`src/rtl/world_pkg.sv`:
```
// Shared encodings and heading helpers for the grid-world engine.
package world_pkg;
  localparam logic [1:0] ORI_N = 2'd0, ORI_S = 2'd1, ORI_E = 2'd2, ORI_W = 2'd3;
  localparam logic [2:0] EMPTY = 3'd0, WALL = 3'd1, BARRIER = 3'd2, TRASH = 3'd7;

  typedef enum logic [1:0] {ST_IDLE, ST_UPDATE, ST_SENSE} state_e;

  typedef struct packed {
    logic signed [1:0] dr;
    logic signed [1:0] dc;
  } offset_t;

  // Offset to the cell ahead (left_side=0) or to the left-hand cell (left_side=1).
  function automatic offset_t nb_offset(input logic [1:0] ori, input logic left_side);
    offset_t o;
    o.dr = 2'sd0;
    o.dc = 2'sd0;
    case (ori)
      ORI_N: if (left_side) o.dc = -2'sd1; else o.dr = -2'sd1;
      ORI_S: if (left_side) o.dc =  2'sd1; else o.dr =  2'sd1;
      ORI_E: if (left_side) o.dr = -2'sd1; else o.dc =  2'sd1;
      default: if (left_side) o.dr = 2'sd1; else o.dc = -2'sd1;
    endcase
    return o;
  endfunction

  function automatic logic [1:0] turn_left(input logic [1:0] ori);
    case (ori)
      ORI_N:   return ORI_W;
      ORI_W:   return ORI_S;
      ORI_S:   return ORI_E;
      default: return ORI_N;
    endcase
  endfunction
endpackage

```
`src/rtl/grid_world_engine_if.sv`:
```
// Robot / map-loader / graphics connection bundle of the grid-world engine.
interface grid_world_engine_if #(parameter int COORD_W = 6);
  logic [COORD_W-1:0] init_row, init_column;
  logic [1:0]         init_orientation;
  logic               step, ready, front, turn, remove;
  logic               head, left, under, barrier, collision;
  logic [COORD_W-1:0] robot_row, robot_column;
  logic [1:0]         robot_orientation;
  logic               wr_en;
  logic [COORD_W-1:0] wr_row, wr_column, rd_row, rd_column;
  logic [2:0]         wr_data, rd_data;

  modport master (
    output init_row, init_column, init_orientation, step, front, turn, remove,
           wr_en, wr_row, wr_column, wr_data, rd_row, rd_column,
    input  ready, head, left, under, barrier, collision,
           robot_row, robot_column, robot_orientation, rd_data
  );
  modport slave (
    input  init_row, init_column, init_orientation, step, front, turn, remove,
           wr_en, wr_row, wr_column, wr_data, rd_row, rd_column,
    output ready, head, left, under, barrier, collision,
           robot_row, robot_column, robot_orientation, rd_data
  );
endinterface

```
`src/rtl/grid_map_ram.sv`:
```
// Cell map: one sync write port, one registered read port, two combinational probes.
module grid_map_ram #(
  parameter int DEPTH = 200,
  parameter int AW    = 8
) (
  input  logic          clock,
  input  logic          reset,
  input  logic          we,
  input  logic [AW-1:0] waddr,
  input  logic [2:0]    wdata,
  input  logic          re,
  input  logic [AW-1:0] raddr,
  output logic [2:0]    rdata,
  input  logic [AW-1:0] pa_addr,
  output logic [2:0]    pa_data,
  input  logic [AW-1:0] pb_addr,
  output logic [2:0]    pb_data
);
  logic [2:0] mem_q [DEPTH];
  logic [2:0] mem_d [DEPTH];
  logic [2:0] rdata_q, rdata_d;

  always_comb begin
    mem_d = mem_q;
    if (we) mem_d[waddr] = wdata;
  end

  always_comb rdata_d = re ? mem_q[raddr] : 3'd0;

  always_ff @(posedge clock) begin
    if (reset) mem_q <= '{default: 3'd0};
    else       mem_q <= mem_d;
  end

  // Graphics read port keeps running through reset.
  always_ff @(posedge clock) rdata_q <= rdata_d;

  assign rdata   = rdata_q;
  assign pa_data = mem_q[pa_addr];
  assign pb_data = mem_q[pb_addr];
endmodule

```
`src/rtl/grid_world_engine.sv`:
```
// Grid-world simulator: robot pose FSM (IDLE/UPDATE/SENSE), remove counter and sensors.
module grid_world_engine import world_pkg::*; #(
  parameter int ROWS          = 10,
  parameter int COLS          = 20,
  parameter int COORD_W       = 6,
  parameter int REMOVE_CYCLES = 3
) (
  input logic clock,
  input logic reset,
  grid_world_engine_if.slave bus
);
  localparam int DEPTH = ROWS * COLS;
  localparam int AW    = $clog2(DEPTH);
  localparam int CNT_W = $clog2(REMOVE_CYCLES + 1);

  typedef logic [COORD_W:0] coord_t;

  function automatic logic on_grid(input coord_t r, input coord_t c);
    return (32'(r) >= 32'd1) && (32'(r) <= ROWS) && (32'(c) >= 32'd1) && (32'(c) <= COLS);
  endfunction

  function automatic logic [AW-1:0] cell_idx(input coord_t r, input coord_t c);
    return AW'((32'(r) - 32'd1) * 32'(COLS) + 32'(c) - 32'd1);
  endfunction

  // One extra bit keeps row-1 at row 1 from aliasing onto a legal coordinate.
  function automatic coord_t nb_coord(input logic [COORD_W-1:0] p, input logic signed [1:0] d);
    return {1'b0, p} + {{(COORD_W-1){d[1]}}, d};
  endfunction

  state_e             state_q, state_d;
  logic [COORD_W-1:0] row_q, row_d, col_q, col_d;
  logic [1:0]         ori_q, ori_d;
  logic               front_q, front_d, turn_q, turn_d, remove_q, remove_d;
  logic               coll_q, coll_d, head_q, head_d, left_q, left_d;
  logic               under_q, under_d, barrier_q, barrier_d, own_trash_q, own_trash_d;
  logic [CNT_W-1:0]   cnt_q, cnt_d;

  offset_t       off_f, off_l;
  coord_t        fr, fc, lr, lc, orow, ocol, wr_r, wr_c, rd_r, rd_c;
  logic          front_on, left_on, own_on, pb_on, wr_on, rd_on;
  logic [2:0]    front_val, pb_val, wdata;
  logic [AW-1:0] pa_addr, pb_addr, waddr;
  logic          we, blocked, moved, last_remove, clear_now;

  assign off_f    = nb_offset(ori_q, 1'b0);
  assign off_l    = nb_offset(ori_q, 1'b1);
  assign fr       = nb_coord(row_q, off_f.dr);
  assign fc       = nb_coord(col_q, off_f.dc);
  assign lr       = nb_coord(row_q, off_l.dr);
  assign lc       = nb_coord(col_q, off_l.dc);
  assign orow     = {1'b0, row_q};
  assign ocol     = {1'b0, col_q};
  assign wr_r     = {1'b0, bus.wr_row};
  assign wr_c     = {1'b0, bus.wr_column};
  assign rd_r     = {1'b0, bus.rd_row};
  assign rd_c     = {1'b0, bus.rd_column};
  assign front_on = on_grid(fr, fc);
  assign left_on  = on_grid(lr, lc);
  assign own_on   = on_grid(orow, ocol);
  assign wr_on    = on_grid(wr_r, wr_c);
  assign rd_on    = on_grid(rd_r, rd_c);
  assign pa_addr  = front_on ? cell_idx(fr, fc) : '0;

  assign blocked     = !front_on || front_val == WALL || front_val == BARRIER;
  assign moved       = front_q && !blocked;
  assign last_remove = (cnt_q == CNT_W'(REMOVE_CYCLES - 1));
  assign clear_now   = !front_q && !turn_q && remove_q && last_remove && front_on && front_val == BARRIER;

  grid_map_ram #(.DEPTH(DEPTH), .AW(AW)) u_map (
    .clock  (clock),
    .reset  (reset),
    .we     (we),
    .waddr  (waddr),
    .wdata  (wdata),
    .re     (rd_on),
    .raddr  (rd_on ? cell_idx(rd_r, rd_c) : '0),
    .rdata  (bus.rd_data),
    .pa_addr(pa_addr),
    .pa_data(front_val),
    .pb_addr(pb_addr),
    .pb_data(pb_val)
  );

  always_ff @(posedge clock) begin
    if (reset) state_q <= ST_SENSE;
    else       state_q <= state_d;
  end

  always_comb begin
    state_d = state_q;
    case (state_q)
      ST_IDLE:   if (bus.step) state_d = ST_UPDATE;
      ST_UPDATE: state_d = ST_SENSE;
      ST_SENSE:  state_d = ST_IDLE;
      default:   state_d = ST_SENSE;
    endcase
  end

  // Probe B looks at the own cell during UPDATE so the under flag is known before SENSE.
  always_comb begin
    bus.ready = (state_q == ST_IDLE);
    pb_on     = (state_q == ST_UPDATE) ? own_on : left_on;
    pb_addr   = '0;
    if (state_q == ST_UPDATE) begin
      if (own_on) pb_addr = cell_idx(orow, ocol);
    end else if (left_on) begin
      pb_addr = cell_idx(lr, lc);
    end
    we    = 1'b0;
    waddr = wr_on ? cell_idx(wr_r, wr_c) : '0;
    wdata = bus.wr_data;
    if (state_q == ST_IDLE && bus.wr_en && wr_on) begin
      we = 1'b1;
    end else if (state_q == ST_UPDATE && clear_now) begin
      we    = 1'b1;
      waddr = pa_addr;
      wdata = EMPTY;
    end
  end

  always_comb begin
    row_d = row_q;  col_d = col_q;  ori_d = ori_q;
    front_d = front_q;  turn_d = turn_q;  remove_d = remove_q;
    coll_d = coll_q;  head_d = head_q;  left_d = left_q;
    under_d = under_q;  barrier_d = barrier_q;  own_trash_d = own_trash_q;
    cnt_d = cnt_q;
    case (state_q)
      ST_IDLE: if (bus.step) begin
        front_d  = bus.front;
        turn_d   = bus.turn;
        remove_d = bus.remove;
      end
      ST_UPDATE: begin
        own_trash_d = moved ? (front_val == TRASH) : (pb_on && pb_val == TRASH);
        cnt_d       = '0;
        if (front_q) begin
          if (blocked) coll_d = 1'b1;
          else begin
            row_d = fr[COORD_W-1:0];
            col_d = fc[COORD_W-1:0];
          end
        end else if (turn_q) begin
          ori_d = turn_left(ori_q);
        end else if (remove_q && !last_remove) begin
          cnt_d = cnt_q + CNT_W'(1);
        end
      end
      ST_SENSE: begin
        head_d    = !front_on || front_val == WALL;
        left_d    = !pb_on || pb_val == WALL;
        barrier_d = front_on && front_val == BARRIER;
        under_d   = own_trash_q;
      end
      default: ;
    endcase
  end

  always_ff @(posedge clock) begin
    if (reset) begin
      row_q <= bus.init_row;  col_q <= bus.init_column;  ori_q <= bus.init_orientation;
      front_q <= 1'b0;  turn_q <= 1'b0;  remove_q <= 1'b0;
      coll_q <= 1'b0;  head_q <= 1'b0;  left_q <= 1'b0;
      under_q <= 1'b0;  barrier_q <= 1'b0;  own_trash_q <= 1'b0;
      cnt_q <= '0;
    end else begin
      row_q <= row_d;  col_q <= col_d;  ori_q <= ori_d;
      front_q <= front_d;  turn_q <= turn_d;  remove_q <= remove_d;
      coll_q <= coll_d;  head_q <= head_d;  left_q <= left_d;
      under_q <= under_d;  barrier_q <= barrier_d;  own_trash_q <= own_trash_d;
      cnt_q <= cnt_d;
    end
  end

  assign bus.robot_row         = row_q;
  assign bus.robot_column      = col_q;
  assign bus.robot_orientation = ori_q;
  assign bus.collision         = coll_q;
  assign bus.head              = head_q;
  assign bus.left              = left_q;
  assign bus.under             = under_q;
  assign bus.barrier           = barrier_q;
endmodule
```
`src/flat_wrapper.sv`:
```
// flat-port wrapper written by rule: the top's interface ports become plain ports
module grid_world_engine_flat import world_pkg::*;
#(
  parameter int ROWS          = 10,
  parameter int COLS          = 20,
  parameter int COORD_W       = 6,
  parameter int REMOVE_CYCLES = 3
)
  (clock, reset, bus_init_row, bus_init_column, bus_init_orientation, bus_step, bus_front, bus_turn, bus_remove, bus_wr_en, bus_wr_row, bus_wr_column, bus_wr_data, bus_rd_row, bus_rd_column, bus_ready, bus_head, bus_left, bus_under, bus_barrier, bus_collision, bus_robot_row, bus_robot_column, bus_robot_orientation, bus_rd_data);
  grid_world_engine_if #(.COORD_W(COORD_W)) bus_i ();
  input logic clock;
  input logic reset;
  input wire logic [$bits(bus_i.init_row)-1:0] bus_init_row;
  input wire logic [$bits(bus_i.init_column)-1:0] bus_init_column;
  input wire logic [$bits(bus_i.init_orientation)-1:0] bus_init_orientation;
  input wire logic [$bits(bus_i.step)-1:0] bus_step;
  input wire logic [$bits(bus_i.front)-1:0] bus_front;
  input wire logic [$bits(bus_i.turn)-1:0] bus_turn;
  input wire logic [$bits(bus_i.remove)-1:0] bus_remove;
  input wire logic [$bits(bus_i.wr_en)-1:0] bus_wr_en;
  input wire logic [$bits(bus_i.wr_row)-1:0] bus_wr_row;
  input wire logic [$bits(bus_i.wr_column)-1:0] bus_wr_column;
  input wire logic [$bits(bus_i.wr_data)-1:0] bus_wr_data;
  input wire logic [$bits(bus_i.rd_row)-1:0] bus_rd_row;
  input wire logic [$bits(bus_i.rd_column)-1:0] bus_rd_column;
  output wire logic [$bits(bus_i.ready)-1:0] bus_ready;
  output wire logic [$bits(bus_i.head)-1:0] bus_head;
  output wire logic [$bits(bus_i.left)-1:0] bus_left;
  output wire logic [$bits(bus_i.under)-1:0] bus_under;
  output wire logic [$bits(bus_i.barrier)-1:0] bus_barrier;
  output wire logic [$bits(bus_i.collision)-1:0] bus_collision;
  output wire logic [$bits(bus_i.robot_row)-1:0] bus_robot_row;
  output wire logic [$bits(bus_i.robot_column)-1:0] bus_robot_column;
  output wire logic [$bits(bus_i.robot_orientation)-1:0] bus_robot_orientation;
  output wire logic [$bits(bus_i.rd_data)-1:0] bus_rd_data;
  assign bus_i.init_row = bus_init_row;
  assign bus_i.init_column = bus_init_column;
  assign bus_i.init_orientation = bus_init_orientation;
  assign bus_i.step = bus_step;
  assign bus_i.front = bus_front;
  assign bus_i.turn = bus_turn;
  assign bus_i.remove = bus_remove;
  assign bus_i.wr_en = bus_wr_en;
  assign bus_i.wr_row = bus_wr_row;
  assign bus_i.wr_column = bus_wr_column;
  assign bus_i.wr_data = bus_wr_data;
  assign bus_i.rd_row = bus_rd_row;
  assign bus_i.rd_column = bus_rd_column;
  assign bus_ready = bus_i.ready;
  assign bus_head = bus_i.head;
  assign bus_left = bus_i.left;
  assign bus_under = bus_i.under;
  assign bus_barrier = bus_i.barrier;
  assign bus_collision = bus_i.collision;
  assign bus_robot_row = bus_i.robot_row;
  assign bus_robot_column = bus_i.robot_column;
  assign bus_robot_orientation = bus_i.robot_orientation;
  assign bus_rd_data = bus_i.rd_data;
  grid_world_engine #(.ROWS(ROWS), .COLS(COLS), .COORD_W(COORD_W), .REMOVE_CYCLES(REMOVE_CYCLES)) u_core (.clock(clock), .reset(reset), .bus(bus_i));
endmodule
```
`config.mk`:
```
export PLATFORM = sky130hd
export DESIGN_NAME = grid_world_engine_flat
export DESIGN_NICKNAME = d
export VERILOG_FILES = /design/src/rtl/world_pkg.sv /design/src/rtl/grid_world_engine_if.sv /design/src/rtl/grid_map_ram.sv /design/src/rtl/grid_world_engine.sv /design/src/flat_wrapper.sv
export SDC_FILE = /design/constraint.sdc
export NUM_CORES = 2
export LEC_CHECK = 0
export CAP_MARGIN = 20
export CORE_AREA = 2 2 345 347
export DETAILED_ROUTE_END_ITERATION = 12
export DIE_AREA = 0 0 347 349
export PLACE_DENSITY = 0.54
export SLEW_MARGIN = 5
export SYNTH_ARGS = -nofsm -noshare
export SYNTH_HDL_FRONTEND = slang
export SYNTH_SLANG_ARGS = --single-unit
```
`constraint.sdc`:
```
create_clock -name clock -period 13.6 [get_ports clock]
set_clock_uncertainty 0.15 [all_clocks]
set_input_delay 3.4 -clock clock [delete_from_list [all_inputs] [get_ports clock]]
set_output_delay 3.4 -clock clock [all_outputs]
set_load 0.01 [all_outputs]
```
==> Word level (Yosys, flattened, before mapping) <==
Index checks and enable logic that the tools add are counted.
{ "word_totals": {"out_inout_bits": 23, "reg_bits": 630, "n_memories": 0, "rom_bits": 0, "ram_bits": 0, "inputBits": 48, "latch_bits": 0} }
{ "op_classes": {"n_div": 0, "muxes": 47, "n_addsub": 20, "shifts": 0, "n_eq_ne": 14, "reduce_logical": 47, "n_bitwise": 4, "mul": 5, "n_lt_le_gt_ge": 25} }
{ "ops": {"columns": ["operator", "n"], "rows": [
  ["600-bit bitwise mux", 1],
  ["32-bit by 3-bit multiplier with 6-bit output, second input constant", 5],
  ["3-bit binary-select mux with 8-bit select", 3],
  ["8-bit two-way mux", 8],
  ["6-bit two-way mux", 8],
  ["8-bit by 1-bit subtractor with 8-bit output, second input constant", 5],
  ["6-bit by 1-bit greater-or-equal comparator with 1-bit output, second input constant", 6],
  ["9-bit greater-or-equal comparator, second input constant", 4],
  ["8-bit inverter with 9-bit output", 4],
  ["6-bit by 7-bit adder with 7-bit output", 4],
  ["7-bit by 1-bit greater-or-equal comparator with 1-bit output, second input constant", 4],
  ["1-bit logical AND", 28],
  ["3-bit two-way mux", 9],
  ["8-bit by 6-bit adder with 8-bit output", 3],
  ["3-bit demux with 8-bit select", 1],
  ["6-bit by 1-bit subtractor with 7-bit output, second input constant", 3],
  ["6-bit by 4-bit <= comparator with 1-bit output, second input constant", 3],
  ["6-bit by 5-bit <= comparator with 1-bit output, second input constant", 3],
  ["8-bit by 7-bit adder with 8-bit output", 2],
  ["2-bit two-way mux", 8],
  ["7-bit by 1-bit subtractor with 8-bit output, second input constant", 2],
  ["7-bit by 4-bit <= comparator with 1-bit output, second input constant", 2],
  ["7-bit by 5-bit <= comparator with 1-bit output, second input constant", 2],
  ["2-bit case mux with 2 select lines", 3],
  ["other kinds (18)", 41]
]} }

==> Depth between registers and ports, before layout <==
{ "logic_depth": {"depth_word": 23, "ltp_mapped": 33, "mapped_depth_nobuf": 29} }

==> Modules after synthesis <==
From an unflattened synthesis, not the netlist that was laid out.
{ "hier_totals": {"hier_cells": 4898, "hier_area_um2": 43415.4} }
{ "modules_own_cells": {"columns": ["module", "area_per_inst_um2", "instances", "cells_each"], "rows": [
  ["grid_map_ram", 37557.3, 1, 4179],
  ["grid_world_engine", 5858.1, 1, 719]
]} }

==> Worst setup path before layout <==
No wires, ideal clock.
{ "synth_path": {"path_type": "flip-flop to flip-flop", "start": "reg u_core.ori_q[1], in the netlist u_core.bus.robot_orientation[1]", "end": "reg u_core.col_q[0], in the netlist u_core.bus.robot_column[0] (enable)", "slack_ps": 5862, "required_ps": 13169, "path_stages_with_launch": 29, "arrival_ps": 7307, "setup_time_ps": 281, "period_less_slack_ps": 7738, "cell_sequence": "edfxtp_1 ha_1 buf_2 buf_4 or2_2 ha_1 ha_1 a21oi_1 xnor2_1 inv_1 ha_1 fa_1 clkbuf_1 buf_1 buf_1 clkbuf_1 buf_1 clkbuf_1 mux2i_1 nand2_1 a211oi_1 nand4_1 o211ai_1 a32oi_1 buf_4 nor4b_1 a21o_1 nor3_1 or2_2"} }
{ "synth_between": {"elab_chain_cells": 17, "word_cells_on_any_way": 31, "cone_classes": "5 x add/sub; 1 x mul; 4 x order compare; 5 x eq/ne; 6 x mux; 1 x bitwise; 9 x reduce/logical"} }
{ "synth_lines": {"columns": ["element", "line", "source"], "rows": [
  ["start: declaration", "grid_world_engine.sv:33", "logic [1:0] ori_q, ori_d;"],
  ["start signal: assignment", "grid_world_engine.sv:161", "row_q <= bus.init_row; col_q <= bus.init_column; ori_q <= bus.init_orientation;"],
  ["start signal: assignment", "grid_world_engine.sv:167", "row_q <= row_d; col_q <= col_d; ori_q <= ori_d;"],
  ["2-bit by 1-bit == test with 1-bit output or 2-bit zero test (tied branches)", "world_pkg.sv:18", "case (ori)"],
  ["2-bit case mux with 2 select lines or 2-bit OR reduction (tied branches)", null, null],
  ["6-bit by 7-bit adder with 7-bit output or 2-bit case mux with 2 select lines (tied branches)", "grid_world_engine.sv:28, world_pkg.sv:18", null],
  ["7-bit by 1-bit subtractor with 8-bit output, or another cell as far along", "grid_world_engine.sv:23", "return AW'((32'(r) - 32'd1) * 32'(COLS) + 32'(c) - 32'd1);"],
  ["32-bit by 3-bit multiplier with 6-bit output, or another cell as far along", "grid_world_engine.sv:23", null],
  ["8-bit by 7-bit adder with 8-bit output or 1-bit logical AND (tied branches)", "grid_world_engine.sv:23, grid_world_engine.sv:19", null],
  ["8-bit by 1-bit subtractor with 8-bit output or 1-bit logical AND (tied branches)", "grid_world_engine.sv:23, grid_world_engine.sv:19", null],
  ["8-bit two-way mux", "grid_world_engine.sv:63", "assign pa_addr = front_on ? cell_idx(fr, fc) : '0;"],
  ["8-bit inverter with 9-bit output (not written as such)", "grid_map_ram.sv:39", "assign pa_data = mem_q[pa_addr];"],
  ["3-bit binary-select mux with 8-bit select", "grid_map_ram.sv:39", null],
  ["3-bit two-way mux (not written as such) (2 in series)", "grid_map_ram.sv:39", null],
  ["3-bit by 1-bit == test with 1-bit output", "grid_world_engine.sv:65", "assign blocked = !front_on || front_val == WALL || front_val == BARRIER;"],
  ["1-bit logical OR", "grid_world_engine.sv:65", null],
  ["1-bit logical OR *", "grid_world_engine.sv:65", null],
  ["2-bit inequality test (no source line) *", null, null],
  ["3-bit AND reduction (no source line) *", null, null],
  ["end signal: assignment", "grid_world_engine.sv:161", null],
  ["end signal: assignment", "grid_world_engine.sv:167", null],
  ["end: declaration", "grid_world_engine.sv:32", "logic [COORD_W-1:0] row_q, row_d, col_q, col_d;"]
]} }
Mark *: on every way between the ends. The rest lies on a longest branch, timed or not. The select of a mux whose other input is x is not followed.
A chain may end at the register's enable or synchronous reset.

==> Worst setup path in the final report <==
{ "layout_path": {"start": "reg u_core.ori_q[0], in the netlist u_core.bus.robot_orientation[0]", "end": "reg u_core.u_map.mem_q[165] (netlist name)"} }
{ "layout_between": {"elab_chain_cells": 23, "word_cells_on_any_way": 41, "cone_classes": "5 x add/sub; 1 x mul; 6 x order compare; 3 x eq/ne; 15 x mux; 2 x bitwise; 9 x reduce/logical"} }
{ "layout_lines": {"columns": ["element", "line", "source"], "rows": [
  ["2-bit by 1-bit == test with 1-bit output or 2-bit zero test (tied branches)", "world_pkg.sv:18", null],
  ["2-bit case mux with 2 select lines or 2-bit OR reduction (tied branches)", null, null],
  ["6-bit by 7-bit adder with 7-bit output or 2-bit case mux with 2 select lines (tied branches)", "grid_world_engine.sv:28, world_pkg.sv:18", null],
  ["7-bit by 1-bit subtractor with 8-bit output, or another cell as far along", "grid_world_engine.sv:23", null],
  ["32-bit by 3-bit multiplier with 6-bit output, or another cell as far along", "grid_world_engine.sv:23", null],
  ["8-bit by 7-bit adder with 8-bit output or 1-bit logical AND (tied branches)", "grid_world_engine.sv:23, grid_world_engine.sv:19", null],
  ["8-bit by 1-bit subtractor with 8-bit output or 1-bit logical AND (tied branches)", "grid_world_engine.sv:23, grid_world_engine.sv:19", null],
  ["8-bit two-way mux", "grid_world_engine.sv:63", null],
  ["[... 7 more ...]", null, null],
  ["8-bit two-way mux", "grid_world_engine.sv:115", "end else if (state_q == ST_UPDATE && clear_now) begin"],
  ["8-bit two-way mux", "grid_world_engine.sv:113", "if (state_q == ST_IDLE && bus.wr_en && wr_on) begin"],
  ["8-bit inverter with 9-bit output (not written as such)", "grid_map_ram.sv:25", "if (we) mem_d[waddr] = wdata;"],
  ["9-bit greater-or-equal comparator (not written as such) or 9-bit by 1-bit < comparator with 1-bit output (tied branches)", "grid_map_ram.sv:25", null],
  ["1-bit logical AND (not written as such)", "grid_map_ram.sv:25", null],
  ["3-bit two-way mux (not written as such)", "grid_map_ram.sv:25", null],
  ["3-bit demux with 8-bit select", "grid_map_ram.sv:25", null],
  ["600-bit bitwise mux", "grid_map_ram.sv:25", null],
  ["end signal: assignment", "grid_map_ram.sv:32", "else mem_q <= mem_d;"],
  ["end: declaration", "grid_map_ram.sv:19", "logic [2:0] mem_q [DEPTH];"]
]} }
Several ways; a longest one is shown, not always the timed one. The select of a mux whose other input is x is not followed.

==> flow_metrics.env <==
export IMPL_cpPeakStageDelay_ns=1.20
export IMPL_wl_per_cell_um=33.93
export IMPL_place_worst_setup_slack_ns=3.476
export IMPL_finalHoldViolCount=0
export IMPL_max_freq_mhz=94.70
export IMPL_grt_util_all_layers_pct=41.04
export IMPL_area_growth_pct=10.74
export IMPL_synth_area_leaders="dfxtp_1, nand2_1, o22ai_1"
export IMPL_post_route_drc_count=0
export IMPL_ant_nets=0
export IMPL_path_max_fanout=60
export IMPL_nets=6215
export IMPL_power_leakage_nw=18.00
export IMPL_p_per_area_mw_per_mm2=157.8
export IMPL_synth_edf_count=14
export IMPL_wirelength_um=259500
export IMPL_setup_viol=0
export IMPL_slew_violations=0
export IMPL_die_h_um=349
export IMPL_synth_async_reset_ratio_pct=0
export IMPL_grt_pass1_wl_um=366000
export IMPL_post_cts_setup_buffers=0
export IMPL_place_gp_congestion=1.089
export IMPL_cp_arrival_ns=10.93
export IMPL_critical_path_buf_inv_count=5
export IMPL_hp_class="flip-flop to flip-flop"
export IMPL_clockBufferDepth=3
export IMPL_initialDrtViolationCount=8746
export IMPL_die_w_um=347
export IMPL_rsz0062_at_grt="no"
export IMPL_cp_end_kind="flip-flop"
export IMPL_ctsResizeCount=0
export IMPL_drive_above_1_share_pct=9.440
export IMPL_crit_type="flip-flop to flip-flop"
export IMPL_yosysSeqAreaShare_pct=27.26
export IMPL_clock_sinks=630
export IMPL_coreArea_mm2=0.1175
export IMPL_synth_cell_types=106
export IMPL_cap_violations=0
export IMPL_htreeDepth=3
export IMPL_path_cells="ha_1 -> or2_2 -> ha_4 -> ha_1 -> a21oi_1 -> xnor2_1 -> inv_1 -> ha_1 -> fa_4 -> buf_12 -> nand2_1 -> nor2_1 -> nor2_2 -> buf_8 -> o21ai_0 -> o311ai_0 -> a211o_1 -> and3_1 -> or3b_1 -> buf_4 -> o211a_1 -> buf_4 -> nand2b_1 -> o22ai_1"
export IMPL_worstPathRequired_ns=13.97
export IMPL_cts_root_buf="clkbuf_16"
export IMPL_synth_top_area_share_pct=26.36
export IMPL_syn_inst=6320
export IMPL_globalRouteOverflowTotal=0
export IMPL_tightest_slew_ns=1.336
export IMPL_status="finished clean"
export IMPL_num_io_pins=71
export IMPL_numCtsBuffers=80
export IMPL_syn_num_nets=6498
export IMPL_fin_crit_ns=10.56
export IMPL_dp_hpwl_um=173100
export IMPL_synth_ff_type="dfxtp_1"
export IMPL_rows=126
export IMPL_cts_tree="yes"
export IMPL_antenna_found_initial=21
export IMPL_netlist_area_mm2=0.04678
export IMPL_yosysMostFrequentCell="nand2_1"
export IMPL_cp_slowest_cell="fa_4"
export IMPL_grt_pass1_vias=48920
export IMPL_relSlewSlack_pct=10.38
export IMPL_clkTransAtPathRegs_ns=0.07
export IMPL_syn_avg_cell_area_um2=7.402
export IMPL_timing_final_ws_setup_ns=3.041
export IMPL_synth_top_area_cell="dfxtp_1"
export IMPL_drt_vias_per_instance=7.109
export IMPL_design_die_area_mm2=0.1211
export IMPL_grt_max_degree=165
export IMPL_final_core_util_pct=44.11
export IMPL_critical_path_top_delay_family="simple AND/OR/NAND/NOR gates"
export IMPL_ys_seq_elements=630
export IMPL_postCtsHoldBufs=0
export IMPL_cp_common_cell="ha_1"
export IMPL_start_util_pct=39.83
export IMPL_clk_latency_ns=0.72
export IMPL_synthTopCellsByCount="nand2_1, dfxtp_1, o22ai_1, a21oi_1, clkbuf_1"
export IMPL_vias=54377
export IMPL_peakVddDrop_mv=0.4040
export IMPL_start_kind="flip-flop"
export IMPL_period_share_pct=77.64
export IMPL_numPortBuffers=70
export IMPL_yosys_warnings=0
export IMPL_setup_tns_ns=0
export IMPL_drtPass1Iterations=8
==> layout make-up <==
cell class                      instances  area, um2
Fill cell                           11949      65640
Multi-Input combinational cell       4902      31470
Sequential cell                       630      12750
Clock buffer                          116       2381
Timing Repair Buffer                  250       2171
Tap cell                             1536       1922
Inverter                              173      659.4
Clock inverter                         31      425.4
Antenna cell                           11      27.53
==> cell usage in the layout, fill, tap and decap left out, types with 123 or more instances in the layout <==
master and count:
inv_1 169, nand2_1 1339, dfxtp_1 616, nand3_1 197, nor2_1 154, a211oi_1 164
a2bb2oi_1 123, mux2i_1 260, a21oi_1 471, o21ai_0 252, o22ai_1 480, buf_4 167
==> final timing paths <==
kind | start | to | slack (ns) | cells past startpoint
worst max-delay path | u_core.bus.robot_orientation[0]$_DFFE_PP_ | u_core.u_map.mem_q[165]$_SDFFE_PP0P_ | 3.04 | 24
worst min-delay path | u_core.u_map.mem_q[190]$_SDFFE_PP0P_ | u_core.u_map.mem_q[190]$_SDFFE_PP0P_ | 0.31 | 2
worst max register to register | u_core.bus.robot_orientation[0]$_DFFE_PP_ | u_core.u_map.mem_q[165]$_SDFFE_PP0P_ | 3.04 | 24
worst min register to register | u_core.u_map.mem_q[190]$_SDFFE_PP0P_ | u_core.u_map.mem_q[190]$_SDFFE_PP0P_ | 0.31 | 2
==> routing by layer <==
metal,track usage (%),vias to the layer above,routed length [um]
met5,0,-,80
met4,29.20,14,22440
met3,14.58,1160,35760
met2,56.55,4425,101700
met1,52.68,25844,99590
li1,-,22934,-
==> worst reg2reg max path: cells and delay by family (launching register included) <==
kind                     cells  cell delay, ns
AND/OR/NAND/NOR              7            3.15
adder cells (fa/ha/maj)      5            2.47
AO/OA/AOI/OAI                6            2.38
buffers and inverters        5            1.55
flip-flops                   1            0.47
XOR/XNOR                     1            0.21
==> power by group <==
group          total [mW]  internal [mW]  switching, mW  leakage (nW)
clock                2.34           1.37          0.968          1.38
combinational        3.95           1.03           2.93          11.5
sequential           1.88           1.86         0.0201          5.10
==> registers in the layout, summed over array words and instances (netlist names) <==
register	flops
u_core.bus.under	1
u_core.turn_q	1
u_core.bus.robot_orientation	2
u_core.own_trash_q	1
u_core.bus.head	1
u_core.bus.collision	1
u_core.front_q	1
u_core.u_map.rdata	3
u_core.bus.robot_column	6
u_core.remove_q	1
u_core.bus.barrier	1
u_core.bus.robot_row	6
u_core.state_q	2
u_core.cnt_q	2
u_core.bus.left	1
u_core.u_map.mem_q	600
==> metrics by stage <==
stage / area, um2 / hold slack (ns) / power, mW / cells
after floorplan: 46780 / 0.2847 / 3.861 / 6320
after global placement: 48910 / 0.2944 / 5.566 / 7485
after detailed placement: 48920 / 0.3041 / 5.553 / 7486
after CTS: 51730 / 0.3146 / 7.870 / 7633
after global routing: 51780 / 0.3268 / 8.236 / 7638
final: 51810 / 0.3094 / 8.174 / 7649
==> kinds of logic after synthesis <==
| group | synth area share [%] |
|---|---|
| buffers and inverters | 6.892 |
| flip-flops | 27.26 |
| AND/OR/NAND/NOR | 20.33 |
| multiplexers | 8.211 |
| adder cells (fa/ha/maj) | 3.669 |
| AO/OA/AOI/OAI | 32.06 |
| XOR/XNOR | 1.581 |
Power figures use the tool's default switching activity.
